File: config.mk
export PLATFORM = sky130hd
export DESIGN_NAME = save_msx_config
export DESIGN_NICKNAME = d
export VERILOG_FILES = /design/src/rtl/save_msx_config.sv
export SDC_FILE = /design/constraint.sdc
export NUM_CORES = 1
export LEC_CHECK = 0
export ABC_AREA = 1
export BUFFER_PORTS_ARGS = -buffer_cell sky130_fd_sc_hd__buf_2
export CORE_AREA = 3 3 362 364
export DETAILED_ROUTE_END_ITERATION = 6
export DIE_AREA = 0 0 365 367
export PLACE_DENSITY = 0.3
export SLEW_MARGIN = 20
export SYNTH_ARGS = -nofsm -noshare
export SYNTH_HDL_FRONTEND = slang
export SYNTH_SLANG_ARGS = --single-unit
File: constraint.sdc
create_clock -name clk -period 3 [get_ports clk]
set_clock_uncertainty 0.1 [all_clocks]
set_input_delay 0 -clock clk [delete_from_list [all_inputs] [get_ports clk]]
set_output_delay 0 -clock clk [all_outputs]
set_load 0.02 [all_outputs]
File: src/rtl/save_msx_config.sv
// save_msx_config: walks the MSX slot-configuration table and rewrites each
// active entry's 16-byte "MSX" header in place in DDR3, at store_address - 0x10.
// Payload bytes that follow the header are never touched.

package MSX;
    typedef enum logic [7:0] {
        CONFIG_NONE = 8'h00,
        CONFIG_ROM  = 8'h02,
        CONFIG_FDC  = 8'h03,
        CONFIG_RAM  = 8'h05
    } config_typ_t;

    typedef struct packed {
        logic [1:0]  slot;
        logic [1:0]  sub_slot;
        logic [1:0]  start_block;
        config_typ_t typ;
        logic [3:0]  block_id;
        logic [7:0]  block_count;
        logic [27:0] store_address;
    } msx_config_t;
endpackage

module save_msx_config #(
    parameter int MAX_CONFIG = 16
) (
    input  logic               clk,
    input  logic               reset_n,
    input  logic               save_start,
    input  logic [1:0]         msx_type,
    input  MSX::msx_config_t   msx_config [MAX_CONFIG],
    output logic               ddr3_request,
    input  logic               ddr3_ready,
    output logic [27:0]        ddr3_addr,
    output logic [7:0]         ddr3_din,
    output logic               ddr3_wr,
    output logic               save_busy,
    output logic               save_done,
    input  logic               save_ack,
    output logic [4:0]         written_count,
    output logic [4:0]         skipped_bad
);

    typedef enum logic [2:0] {
        IDLE  = 3'd0,
        GRANT = 3'd1,
        CHECK = 3'd2,
        WRITE = 3'd3,
        NEXT  = 3'd4,
        DONE  = 3'd5
    } state_t;

    state_t           state_r;
    logic [3:0]       idx_r;
    logic [3:0]       byte_r;
    logic [27:0]      base_r;
    MSX::msx_config_t entry_r;
    logic [1:0]       type_r;

    // Header byte b of the block described by entry e on machine type mt.
    function automatic logic [7:0] header_byte(
        input logic [3:0]       b,
        input MSX::msx_config_t e,
        input logic [1:0]       mt
    );
        logic [7:0] v;
        case (b)
            4'd0:    v = 8'h4D;
            4'd1:    v = 8'h53;
            4'd2:    v = 8'h58;
            4'd3:    v = {6'b0, mt};
            4'd4:    v = {6'b0, e.slot};
            4'd5:    v = {6'b0, e.sub_slot};
            4'd6:    v = {6'b0, e.start_block};
            4'd7:    v = e.typ;
            4'd8:    v = {4'b0, e.block_id};
            4'd9:    v = e.block_count;
            default: v = 8'h00;
        endcase
        return v;
    endfunction

    // Saturating +1 for the 5-bit pass counters (ceiling 16).
    function automatic logic [4:0] sat_inc(input logic [4:0] c);
        return (c == 5'd16) ? c : c + 5'd1;
    endfunction

    // Save sequencer: table walk, DDR3 byte handshake and all registered outputs.
    always_ff @(posedge clk or negedge reset_n) begin
        if (!reset_n) begin
            state_r       <= IDLE;
            idx_r         <= 4'd0;
            byte_r        <= 4'd0;
            base_r        <= 28'd0;
            entry_r       <= '0;
            type_r        <= 2'd0;
            ddr3_request  <= 1'b0;
            ddr3_addr     <= 28'd0;
            ddr3_din      <= 8'd0;
            ddr3_wr       <= 1'b0;
            save_busy     <= 1'b0;
            save_done     <= 1'b0;
            written_count <= 5'd0;
            skipped_bad   <= 5'd0;
        end else begin
            // Acknowledge clears the flag; a DONE in the same cycle overrides below.
            if (save_ack) begin
                save_done <= 1'b0;
            end
            case (state_r)
                IDLE: begin
                    if (save_start) begin
                        idx_r         <= 4'd0;
                        written_count <= 5'd0;
                        skipped_bad   <= 5'd0;
                        ddr3_request  <= 1'b1;
                        save_busy     <= 1'b1;
                        state_r       <= GRANT;
                    end
                end
                GRANT: begin
                    if (ddr3_ready) begin
                        state_r <= CHECK;
                    end
                end
                CHECK: begin
                    // Fields are captured here so table edits mid-header have no effect.
                    entry_r <= msx_config[idx_r];
                    type_r  <= msx_type;
                    base_r  <= msx_config[idx_r].store_address - 28'h10;
                    byte_r  <= 4'd0;
                    if (msx_config[idx_r].typ == MSX::CONFIG_NONE) begin
                        state_r <= NEXT;
                    end else if (msx_config[idx_r].store_address < 28'h10) begin
                        skipped_bad <= sat_inc(skipped_bad);
                        state_r     <= NEXT;
                    end else begin
                        state_r <= WRITE;
                    end
                end
                WRITE: begin
                    if (!ddr3_wr) begin
                        if (ddr3_ready) begin
                            ddr3_wr   <= 1'b1;
                            ddr3_addr <= base_r + {24'd0, byte_r};
                            ddr3_din  <= header_byte(byte_r, entry_r, type_r);
                        end
                    end else if (ddr3_ready) begin
                        // Byte accepted: drop the strobe for one cycle before the next.
                        ddr3_wr <= 1'b0;
                        byte_r  <= byte_r + 4'd1;
                        if (byte_r == 4'd15) begin
                            written_count <= sat_inc(written_count);
                            state_r       <= NEXT;
                        end
                    end
                end
                NEXT: begin
                    if (idx_r == 4'(MAX_CONFIG - 1)) begin
                        state_r <= DONE;
                    end else begin
                        idx_r   <= idx_r + 4'd1;
                        state_r <= GRANT;
                    end
                end
                DONE: begin
                    save_done    <= 1'b1;
                    ddr3_request <= 1'b0;
                    save_busy    <= 1'b0;
                    state_r      <= IDLE;
                end
                default: begin
                    ddr3_wr      <= 1'b0;
                    ddr3_request <= 1'b0;
                    save_busy    <= 1'b0;
                    state_r      <= IDLE;
                end
            endcase
        end
    end

endmodule

==> results by group, run 1 <==
Status
  • Outcome: finished, violations left
  • Failing checks: setup timing

Global route
  • Pin count of the biggest net entering global routing: 95
  • Total global routing overflow: 0
  • Initial antenna violation count: 57
  • Global-route wire length before repair: 175000 um
  • Vias in the first global route: 22920
  • GRT Total Usage: 18.33%

Synth
  • Syn avg cell area: 5.409 um2
  • Netlist cell types: 44
  • Seq cells post-synth: 116
  • List of most frequent post-synthesis cells: nand2_1, nor2_1, o21ai_0
  • Post-Synthesis Cell Area: 0.01478 mm2
  • Syn nets: 3620
  • Async SR Flop Fraction: between 90% and 100%
  • Count leader, synth: nand2_1
  • Largest cells by area after synthesis: nand2_1, dfrtp_1, nor2_1, o21ai_0, nand3_1
  • Ys flop type: dfrtp_1
  • Synth area leader: nand2_1
  • Post-synth EDFFs: 0
  • Mapped Cells: ~2700
  • Synth warn: 0
  • Yosys top cell area share: between 20% and 30%
  • Sequential-to-total area share from yosys stat: 19.64%

Clock network
  • Num Clock Sinks: 116
  • CTS Buf Count: 17
  • Clock slew at reported path FFs: roughly 0.06 ns
  • H-tree Lvls: 4
  • Longest Clk Path Bufs: 2
  • Skew-Pair Late Insertion Delay: 0.47 ns
  • CTS tree: built
  • Root buf cell: clkbuf_16

Die
  • Initial Utilization: 11.58%
  • Die area: approximately 0.13 mm2
  • Die Wd: 365 um
  • Placeable Area: ~0.13 mm2
  • Rows: 131
  • Die H: 367 um
  • Ports: roughly 920

STA
  • Tcrit/Tclk final: 101.1%
  • Hold_ws: about 0.0075 ns
  • Slew @ Worst Pin: between 1 and 1.5 ns
  • Setup violations, final: 1
  • Setup total negative slack: -0.03331 ns
  • Hold Fails Final Rpt: 0
  • RSZ-0062 raised after global routing: yes
  • Number of max-slew violations in the final report: 0
  • Max-slew headroom: 22.17%
  • Final WS setup: -0.03331 ns
  • Minimum clock period: 3.033 ns
  • Peak Freq: 329.7 MHz

Drt
  • WL per Instance: 23.82 um
  • DR DRC count: 0
  • Vias per cell: 4.107
  • ANT nets after route: 0
  • Vias post-DR: 22440
  • TritonRoute pass-1 iters: 5
  • WL final: ~130000 um
  • 1st-iter DRT viols: 1386

Placed design
  • Dpl hpwl: 108400 um
  • Final GP Congestion: 0.8894
  • Port buffer count: 920
  • Post-Place Worst Slack: -0.1184 ns

Finish
  • Fin nets: 4666
  • Number of fill cells in the layout: 15150
  • Layout area overhead: 67.27%
  • Share of post-route cells with drive strength above 1: 35.23%

Worst setup path
  • CP most frequent cell: buf_4
  • Largest fanout on the critical path: 32
  • Kind of critical path: reg2reg
  • CP top delay family: compound AO/OA/AOI/OAI gates
  • Largest stage delay, worst path: 0.83 ns
  • Startpoint types: flip-flop
  • CP max-delay cell: a221oi_1
  • Worst Path Arrival: 3.22 ns
  • Crit-path cells: inv_12, buf_4, buf_4, o21ai_0, o22ai_1, a221oi_1, a22oi_1
  • Critical Path Sink Type: flip-flop
  • Critical Path RT: 3.18 ns
  • Worst Path Buf+Inv: 3

Power
  • Pwr per Cell Area: about 660 mW/mm2
  • Leak: 12.83 nW
  • Maximum vdd drop: 0.0004469 V

Worst hold path
  • Min-delay worst type: in2async

Flow run
  • Max-cap violations: 0
## cells in the final DEF (no fill, tap or decap), drive strengths merged, types with 2 or more instances in the layout
cell type / instances
a21oi: 17
diode: 9
xnor2: 9
ha: 15
nor3: 14
o21ai: 371
o22ai: 69
a31oi: 2
clkinvlp: 5
xor2: 20
o221ai: 34
nand3b: 2
nor2: 500
a221oi: 23
o211ai: 11
a2bb2oi: 4
nand2: 800
nand4: 7
a22oi: 18
inv: 267
buf: 1147
o32ai: 2
dlygate4sd3: 65
nor3b: 4
clkbuf: 29
nor4: 3
o31ai: 3
nand3: 221
clkinv: 5
bufinv: 2
dfrtp: 116
## layer usage
layer	GRT usage [%]	share of wire [%]	up-vias	wire, um
li1	-	-	10960	-
met1	24.23	45	10640	58630
met2	31.84	49	698	63640
met3	2.927	4.7	122	6055
met4	2.495	1.3	24	1665
met5	0	0.11	-	139
## area by class of cell
class                      instances  area, um2  share of cell area (%)
multi-input combinational       2155      10450                   42.26
timing repair buffer            1221       7649                   30.93
sequential                       116       2914                   11.79
tap                             1662       2079                   8.410
inverter                         268       1031                   4.170
clock buffer                      21      450.4                   1.822
clock inverter                    11      128.9                  0.5212
antenna                            9      22.52                 0.09109
## worst register-to-register path: cells and delay by family, from the launching register on
family | cells | cell delay (ns)
AOI/OAI and AO/OA | 4 | 1.55
buffers and inverters | 3 | 0.69
DFF | 1 | 0.51
## timing repair
item,in CTS,in global routing
gates resized for setup,20,156
cloned,1,9
endpoints found under the setup margin,15,40
hold buffers,65,0
setup buffers,0,19
pin swaps,1,49
hold endpoints to repair,124,0
## logic make-up after synthesis
group,synth area share [%]
adders and majority gates,1.405
xor gates and xnor gates,1.718
DFF,19.64
AOI/OAI and AO/OA,21.74
and+or+nand+nor,42.16
buffers and inverters,13.34
## where the power goes
part | switching, W | internal [W] | total [W]
clock network | 0.000866 | 0.00124 | 0.00211
registers | 0.000530 | 0.00225 | 0.00278
logic | 0.00715 | 0.00424 | 0.0114
## worst paths after layout
kind | startpoint | end | slack [ns] | cells after the start
max | idx_r[0] | entry_r[38] | -0.03 | 7
min | reset_n | ddr3_addr[24] | 0.007 | 2
max reg2reg | idx_r[0] | entry_r[38] | -0.03 | 7
min reg2reg | ddr3_addr[17] | ddr3_addr[17] | 0.37 | 2
max in group asynchronous | reset_n | entry_r[40] | 2.03 | 3
min in group clk | msx_config[703] | base_r[1] | 0.03 | 5
## through the flow
step | utilization [%] | total power [W] | cells | cell area [um2]
after global placement | 17.58 | 0.01343 | 5328 | 22440
after detailed placement | 17.58 | 0.01335 | 5328 | 22440
after floorplan | - | 0.008231 | 2733 | 14780
after global routing | 19.36 | 0.01776 | 5461 | 24720
after CTS | 18.63 | 0.01575 | 5426 | 23790
final | 19.36 | 0.01628 | 5463 | 24730
## registers in the layout (all words and copies together), names as in the netlist
name,flops
base_r,28
ddr3_addr,28
entry_r,26
ddr3_din,8
skipped_bad,5
written_count,5
byte_r,4
idx_r,4
state_r,3
type_r,2
ddr3_wr,1
save_busy,1
save_done,1
No activity file was read; power rests on OpenSTA's default activity.
==> inputs of run 2 (changes only) <==
PLACE_DENSITY = 0.35   (was 0.3)
==> run 2 against run 1 <==
- the run now ends clean
- global-route usage fell by 1.1 points
- via count down 0.57%
- total power shrank 2.0%
- worst setup slack better by 0.12 ns
- combinational power fell by 4%
- critical path depth is 1 higher
- sequential cell count unchanged
==> results by group, run 2 (synthesis results as in run 1) <==
Drt
  • ANT nets after route: 0 (unchanged)
  • WL per Instance: 22.60 um (-5.1%)
  • TritonRoute pass-1 iters: 6 (+1)
  • WL final: 122800 um (-5.6%)
  • Vias per cell: 4.105 (about the same)
  • Vias post-DR: 22310 (-0.57%)
  • DR DRC count: 0 (unchanged)
  • 1st-iter DRT viols: 1475 (+6.4%)

Clock network
  • CTS tree: built
  • Longest Clk Path Bufs: 2 (unchanged)
  • Clock slew at reported path FFs: 0.07 ns (about the same)
  • Num Clock Sinks: 116 (unchanged)
  • Skew-Pair Late Insertion Delay: 0.48 ns (about the same)
  • Root buf cell: clkbuf_16
  • H-tree Lvls: 4 (unchanged)
  • CTS Buf Count: 17 (unchanged)

Die
  • Die area: 0.1340 mm2 (unchanged)
  • Ports: 921 (unchanged)
  • Rows: 131 (unchanged)
  • Die Wd: 365 um (unchanged)
  • Die H: 367 um (unchanged)
  • Placeable Area: 0.1277 mm2 (unchanged)
  • Initial Utilization: 11.58% (unchanged)

Finish
  • Share of post-route cells with drive strength above 1: 34.18% (-1.1 points)
  • Reg area: 0.002914 mm2 (unchanged)
  • Multi-input gate area: 0.01034 mm2 (-1.1%)
  • Fin nets: 4628 (-0.81%)
  • Commonest non-fill, non-tap cell in the layout: buf_2
  • Top flop regs: base_r x28, ddr3_addr x28, entry_r x26
  • Layout area overhead: 64.50%
  • Number of fill cells in the layout: 15040 (-0.75%)
  • Most frequent cells in the layout: buf_2, nand2_1, nor2_1, o21ai_0, inv_1

STA
  • Final WS setup: 0.08504 ns (+0.1184 ns)
  • RSZ-0062 raised after global routing: yes
  • Minimum clock period: 2.915 ns (-0.1184 ns)
  • Slew @ Worst Pin: 1.220 ns (+0.05221 ns)
  • Max-slew headroom: 18.69% (-3.5 points)
  • Peak Freq: 343.1 MHz (+4.1%)
  • Hold_ws: 0.02472 ns (+0.01726 ns)
  • Number of max-slew violations in the final report: 0 (unchanged)
  • Tcrit/Tclk final: 97.17% (-3.9 points)
  • Setup violations, final: 0 (-1)
  • Hold Fails Final Rpt: 0 (unchanged)

Global route
  • Vias in the first global route: 22130 (-3.5%)
  • GRT Total Usage: 17.27% (-1.1 points)
  • Global-route wire length before repair: 164900 um (-5.8%)
  • Total global routing overflow: 0 (unchanged)
  • Pin count of the biggest net entering global routing: 118 (+24%)
  • Initial antenna violation count: 51 (-11%)

Power
  • Leak: 12.63 nW (-1.5%)
  • Design Power: 0.01596 W (-2.0%)
  • Pwr per Cell Area: 656.2 mW/mm2 (-0.34%)
  • Maximum vdd drop: 0.0004530 V (+1.4%)

Worst setup path
  • Critical Path Sink Type: flip-flop
  • Startpoint types: flip-flop
  • Largest fanout on the critical path: 44 (+38%)
  • Critical Path RT: 3.20 ns (+0.02 ns)
  • Kind of critical path: reg2reg
  • FF-to-FF path depth: 8 (+1)
  • Worst Path Arrival: 3.12 ns (-0.10 ns)

Placed design
  • Final GP Congestion: 0.8830 (-0.72%)
  • Post-Place Worst Slack: -0.2462 ns (-0.1278 ns)
  • Dpl hpwl: 103000 um (-5.0%)
  • Port buffer count: 920 (unchanged)

Flow run
  • Max-cap violations: 0 (unchanged)

Status
  • Outcome: complete, no violations

Worst hold path
  • Min-delay worst type: in2async
==> run 2: stage by stage <==
stage,setup TNS (ns),util [%],std cells,instance area [um2]
floorplan,0,-,2733,14780
CTS,0,18.54,5407,23670
global route,-0.3129,19.04,5431,24310
detailed placement,-2.410,17.46,5313,22290
finish,0,19.04,5435,24320
global placement,-2.257,17.46,5313,22290
==> run 2: timing repair <==
item | CTS | global route
pin swaps | 0 | 17
hold buffers | 61 | 0
gates cloned | 1 | 5
setup buffers | 0 | 4
resized for setup | 29 | 121
endpoints found under the hold margin | 141 | 0
setup endpoints to repair | 28 | 33
==> run 2: final timing paths <==
| check | slack, ns | to | startpoint |
|---|---|---|---|
| max | 0.09 | base_r[2] | idx_r[0] |
| min | 0.02 | idx_r[1] | reset_n |
| max reg2reg | 0.09 | base_r[2] | idx_r[0] |
| min reg2reg | 0.38 | ddr3_addr[16] | ddr3_addr[16] |
| max in group asynchronous | 2.00 | base_r[19] | reset_n |
| min in group clk | 0.03 | entry_r[33] | msx_config[195] |
==> run 2: report_power, final <==
group          total (W)  switching (W)  internal (W)
logic             0.0109        0.00698       0.00390
clock network    0.00232       0.000905       0.00141
registers        0.00276       0.000505       0.00225
total             0.0160        0.00839       0.00757
==> run 2: layer usage <==
layer / vias to the layer above / track usage (%) / part of all wire [%]
li1: 10890 / - / -
met1: 10520 / 22.68 / 45
met2: 755 / 29.07 / 48
met3: 124 / 3.141 / 5.1
met4: 22 / 4.096 / 2.1
met5: - / 0 / 0.11
==> run 2: cell type report <==
type                    count  share of cell area [%]
diodes                     19                  0.1955
clock buffers              17                   1.750
clock inverters            15                  0.8953
inverters                 268                   4.286
multi-input cells        2155                   42.52
flip-flops and latches    116                   11.98
well taps                1662                   8.552
repair buffers           1182                   29.75
repair inverters            1                 0.06689
==> run 2: worst max-delay path, cell delays in order, from the launching register on <==
cell and delay (ns):
dfrtp_4 0.48, buf_12 0.17, clkinv_8 0.16, buf_12 0.21, buf_12 0.22, o21ai_0 0.16
o22ai_1 0.12, a221oi_1 0.90, a2bb2oi_1 0.13
==> inputs of run 3 (changes only) <==
BUFFER_PORTS_ARGS = -buffer_cell sky130_fd_sc_hd__buf_4   (was -buffer_cell sky130_fd_sc_hd__buf_2)
==> run 3 against run 2 <==
- final cell count barely moved
- register-to-register slack barely moved
- worst hold slack got worse by 0.0028 ns
- critical path depth rose by 10
- die area did not move
- count of clock-buffer cells in the layout did not move
- sequential share of layout area fell by 1.1 points
- non-clock buffer count rose by 12
- worst setup slack improved by 0.0038 ns
- sequential cell count did not move
- critical endpoint is now state_r[1]
- largest power group unchanged
==> results by group, run 3 (synthesis results as in run 1) <==
Status
  • Outcome: complete, no violations

Clock network
  • CTS Buf Count: 17 (unchanged)
  • CTS tree: built
  • H-tree Lvls: 4 (unchanged)
  • Num Clock Sinks: 116 (unchanged)
  • Root buf cell: clkbuf_16
  • Clock slew at reported path FFs: 0.07 ns (about the same)
  • Skew-Pair Late Insertion Delay: 0.47 ns (about the same)
  • Longest Clk Path Bufs: 2 (unchanged)

Die
  • Die H: 367 um (unchanged)
  • Placeable Area: 0.1277 mm2 (unchanged)
  • Ports: 921 (unchanged)
  • Rows: 131 (unchanged)
  • Die area: 0.1340 mm2 (unchanged)
  • Die Wd: 365 um (unchanged)
  • Initial Utilization: 11.58% (unchanged)

Worst hold path
  • Min-delay worst type: in2reg

STA
  • Final WS setup: 0.08887 ns (+0.003827 ns)
  • Setup violations, final: 0 (unchanged)
  • Peak Freq: 343.5 MHz (+0.13%)
  • Setup total negative slack: 0 ns (unchanged)
  • RSZ-0062 raised after global routing: yes
  • Max-slew headroom: 40.62% (+22 points)
  • Hold Fails Final Rpt: 0 (unchanged)
  • Slew @ Worst Pin: 0.8907 ns (-0.3290 ns)
  • Tcrit/Tclk final: 97.04% (-0.13 points)
  • Hold_ws: 0.02192 ns (-0.002802 ns)
  • Minimum clock period: 2.911 ns (-0.003827 ns)
  • Number of max-slew violations in the final report: 0 (unchanged)

Worst setup path
  • Largest stage delay, worst path: 0.49 ns (-0.41 ns)
  • Critical Path RT: 3.24 ns (+0.04 ns)
  • Startpoint types: flip-flop
  • Crit-path cells: buf_12, clkinv_16, buf_12, nand2_1, nand2_1, nand2_1, nand3_1, nand3_4, nand2_1, nor2_1, nand2_1, nor2_2, nand3_1, buf_4, nand3_1, nand2_1, nand2_1, nand2_1
  • CP max-delay cell: dfrtp_4
  • CP most frequent cell: nand2_1
  • Kind of critical path: reg2reg
  • Worst Path Arrival: 3.15 ns (+0.03 ns)
  • Worst Path Buf+Inv: 4 (unchanged)
  • Critical Path Sink Type: flip-flop
  • CP top delay family: simple AND/OR/NAND/NOR gates
  • Largest fanout on the critical path: 25 (-43%)

Drt
  • WL per Instance: 23.47 um (+3.9%)
  • ANT nets after route: 0 (unchanged)
  • DR DRC count: 0 (unchanged)
  • WL final: 127600 um (+3.9%)
  • TritonRoute pass-1 iters: 5 (-1)
  • Vias post-DR: 22260 (-0.24%)
  • 1st-iter DRT viols: 1475 (unchanged)
  • Vias per cell: 4.093 (-0.29%)

Power
  • Maximum vdd drop: 0.0003487 V (-23%)
  • Leak: 13.51 nW (+7.0%)
  • Pwr per Cell Area: 624.9 mW/mm2 (-4.8%)

Global route
  • Total global routing overflow: 0 (unchanged)
  • Global-route wire length before repair: 171000 um (+3.7%)
  • GRT Total Usage: 17.82% (+0.55 points)
  • Vias in the first global route: 22760 (+2.8%)
  • Initial antenna violation count: 27 (-47%)
  • Pin count of the biggest net entering global routing: 166 (+41%)

Finish
  • Share of post-route cells with drive strength above 1: 35.56% (+1.4 points)
  • Util after Layout: 21.03% (+2.0 points)
  • Fin nets: 4642 (+0.30%)
  • Most frequent cells in the layout: buf_4, nand2_1, nor2_1, o21ai_0, inv_1
  • Layout area overhead: 81.61%
  • Commonest non-fill, non-tap cell in the layout: buf_4
  • Final Instance Count excl. Fillers: 5438 (+0.055%)
  • Top flop regs: base_r x28, ddr3_addr x28, entry_r x26
  • Number of fill cells in the layout: 14960 (-0.53%)

Placed design
  • Post-Place Worst Slack: -0.3738 ns (-0.1275 ns)
  • Port buffer count: 920 (unchanged)
  • Dpl hpwl: 104300 um (+1.2%)
  • Final GP Congestion: 0.8799 (-0.35%)
  • Placed Cells: 5324 (+0.21%)

Flow run
  • Max-cap violations: 0 (unchanged)
## run 3: cell types whose count changed in the layout (fill, tap and decap cells not counted), sizes merged
cell / before / now
inv: 272 / 279
bufinv: 4 / 1
diode: 19 / 8
bufbuf: 1 / 0
clkinvlp: 1 / 0
clkinv: 7 / 6
buf: 1116 / 1138
dlygate4sd3: 61 / 48
clkbuf: 21 / 25
## run 3: power breakdown
| group | switching [W] | internal, W |
|---|---|---|
| clock | 0.000960 | 0.00118 |
| sequential | 0.000549 | 0.00225 |
| combinational | 0.00722 | 0.00462 |
| total | 0.00873 | 0.00805 |
## run 3: worst paths after layout
check | start | endpoint | depth (start not counted) | slack [ns]
setup / recovery | idx_r[0] | state_r[1] | 18 | 0.09
hold / removal | msx_config[29] | entry_r[29] | 5 | 0.02
setup reg to reg | idx_r[0] | state_r[1] | 18 | 0.09
hold reg to reg | ddr3_addr[24] | ddr3_addr[24] | 2 | 0.39
max in group asynchronous | reset_n | entry_r[49] | 3 | 1.84
min in group asynchronous | reset_n | ddr3_addr[27] | 2 | 0.12
## run 3: cell type report
type,count,area [um2],share of cell area (%)
multi-input combinational,2155,10450,38.92
timing repair buffer,1194,9693,36.11
sequential,116,2914,10.85
tap,1662,2079,7.746
inverter,268,1045,3.892
clock buffer,17,425.4,1.585
clock inverter,15,158.9,0.5919
timing repair inverter,3,62.56,0.2330
antenna,8,20.02,0.07457
## run 3: repair_timing
item | 4_1_cts | 5_1_grt
hold buffers | 48 | 0
endpoints found under the hold margin | 75 | 0
gates resized for setup | 54 | 170
setup endpoints to repair | 27 | 47
pin swaps | 6 | 22
setup buffers | 7 | 7
cloned | 1 | 11
## run 3: through the flow
step / area (um2) / total power (W)
floorplan: 14780 / 0.008231
detailed placement: 24570 / 0.01357
global placement: 24570 / 0.01359
finish: 26850 / 0.01678
CTS: 25940 / 0.01620
global route: 26830 / 0.01821
## run 3: tightest hold or removal path, cell delays in order
cell      delay, ns
buf_4          0.08
nor2_1         0.03
o22ai_1        0.18
a221oi_1       0.10
a22oi_1        0.14
## run 3: routing by layer
metal	GRT usage [%]	vias to the layer above	routed length, um
li1	-	10920	-
met5	0	-	21
met1	23.47	10570	56970
met4	2.067	4	1250
met3	3.078	72	6652
met2	31.06	693	62720
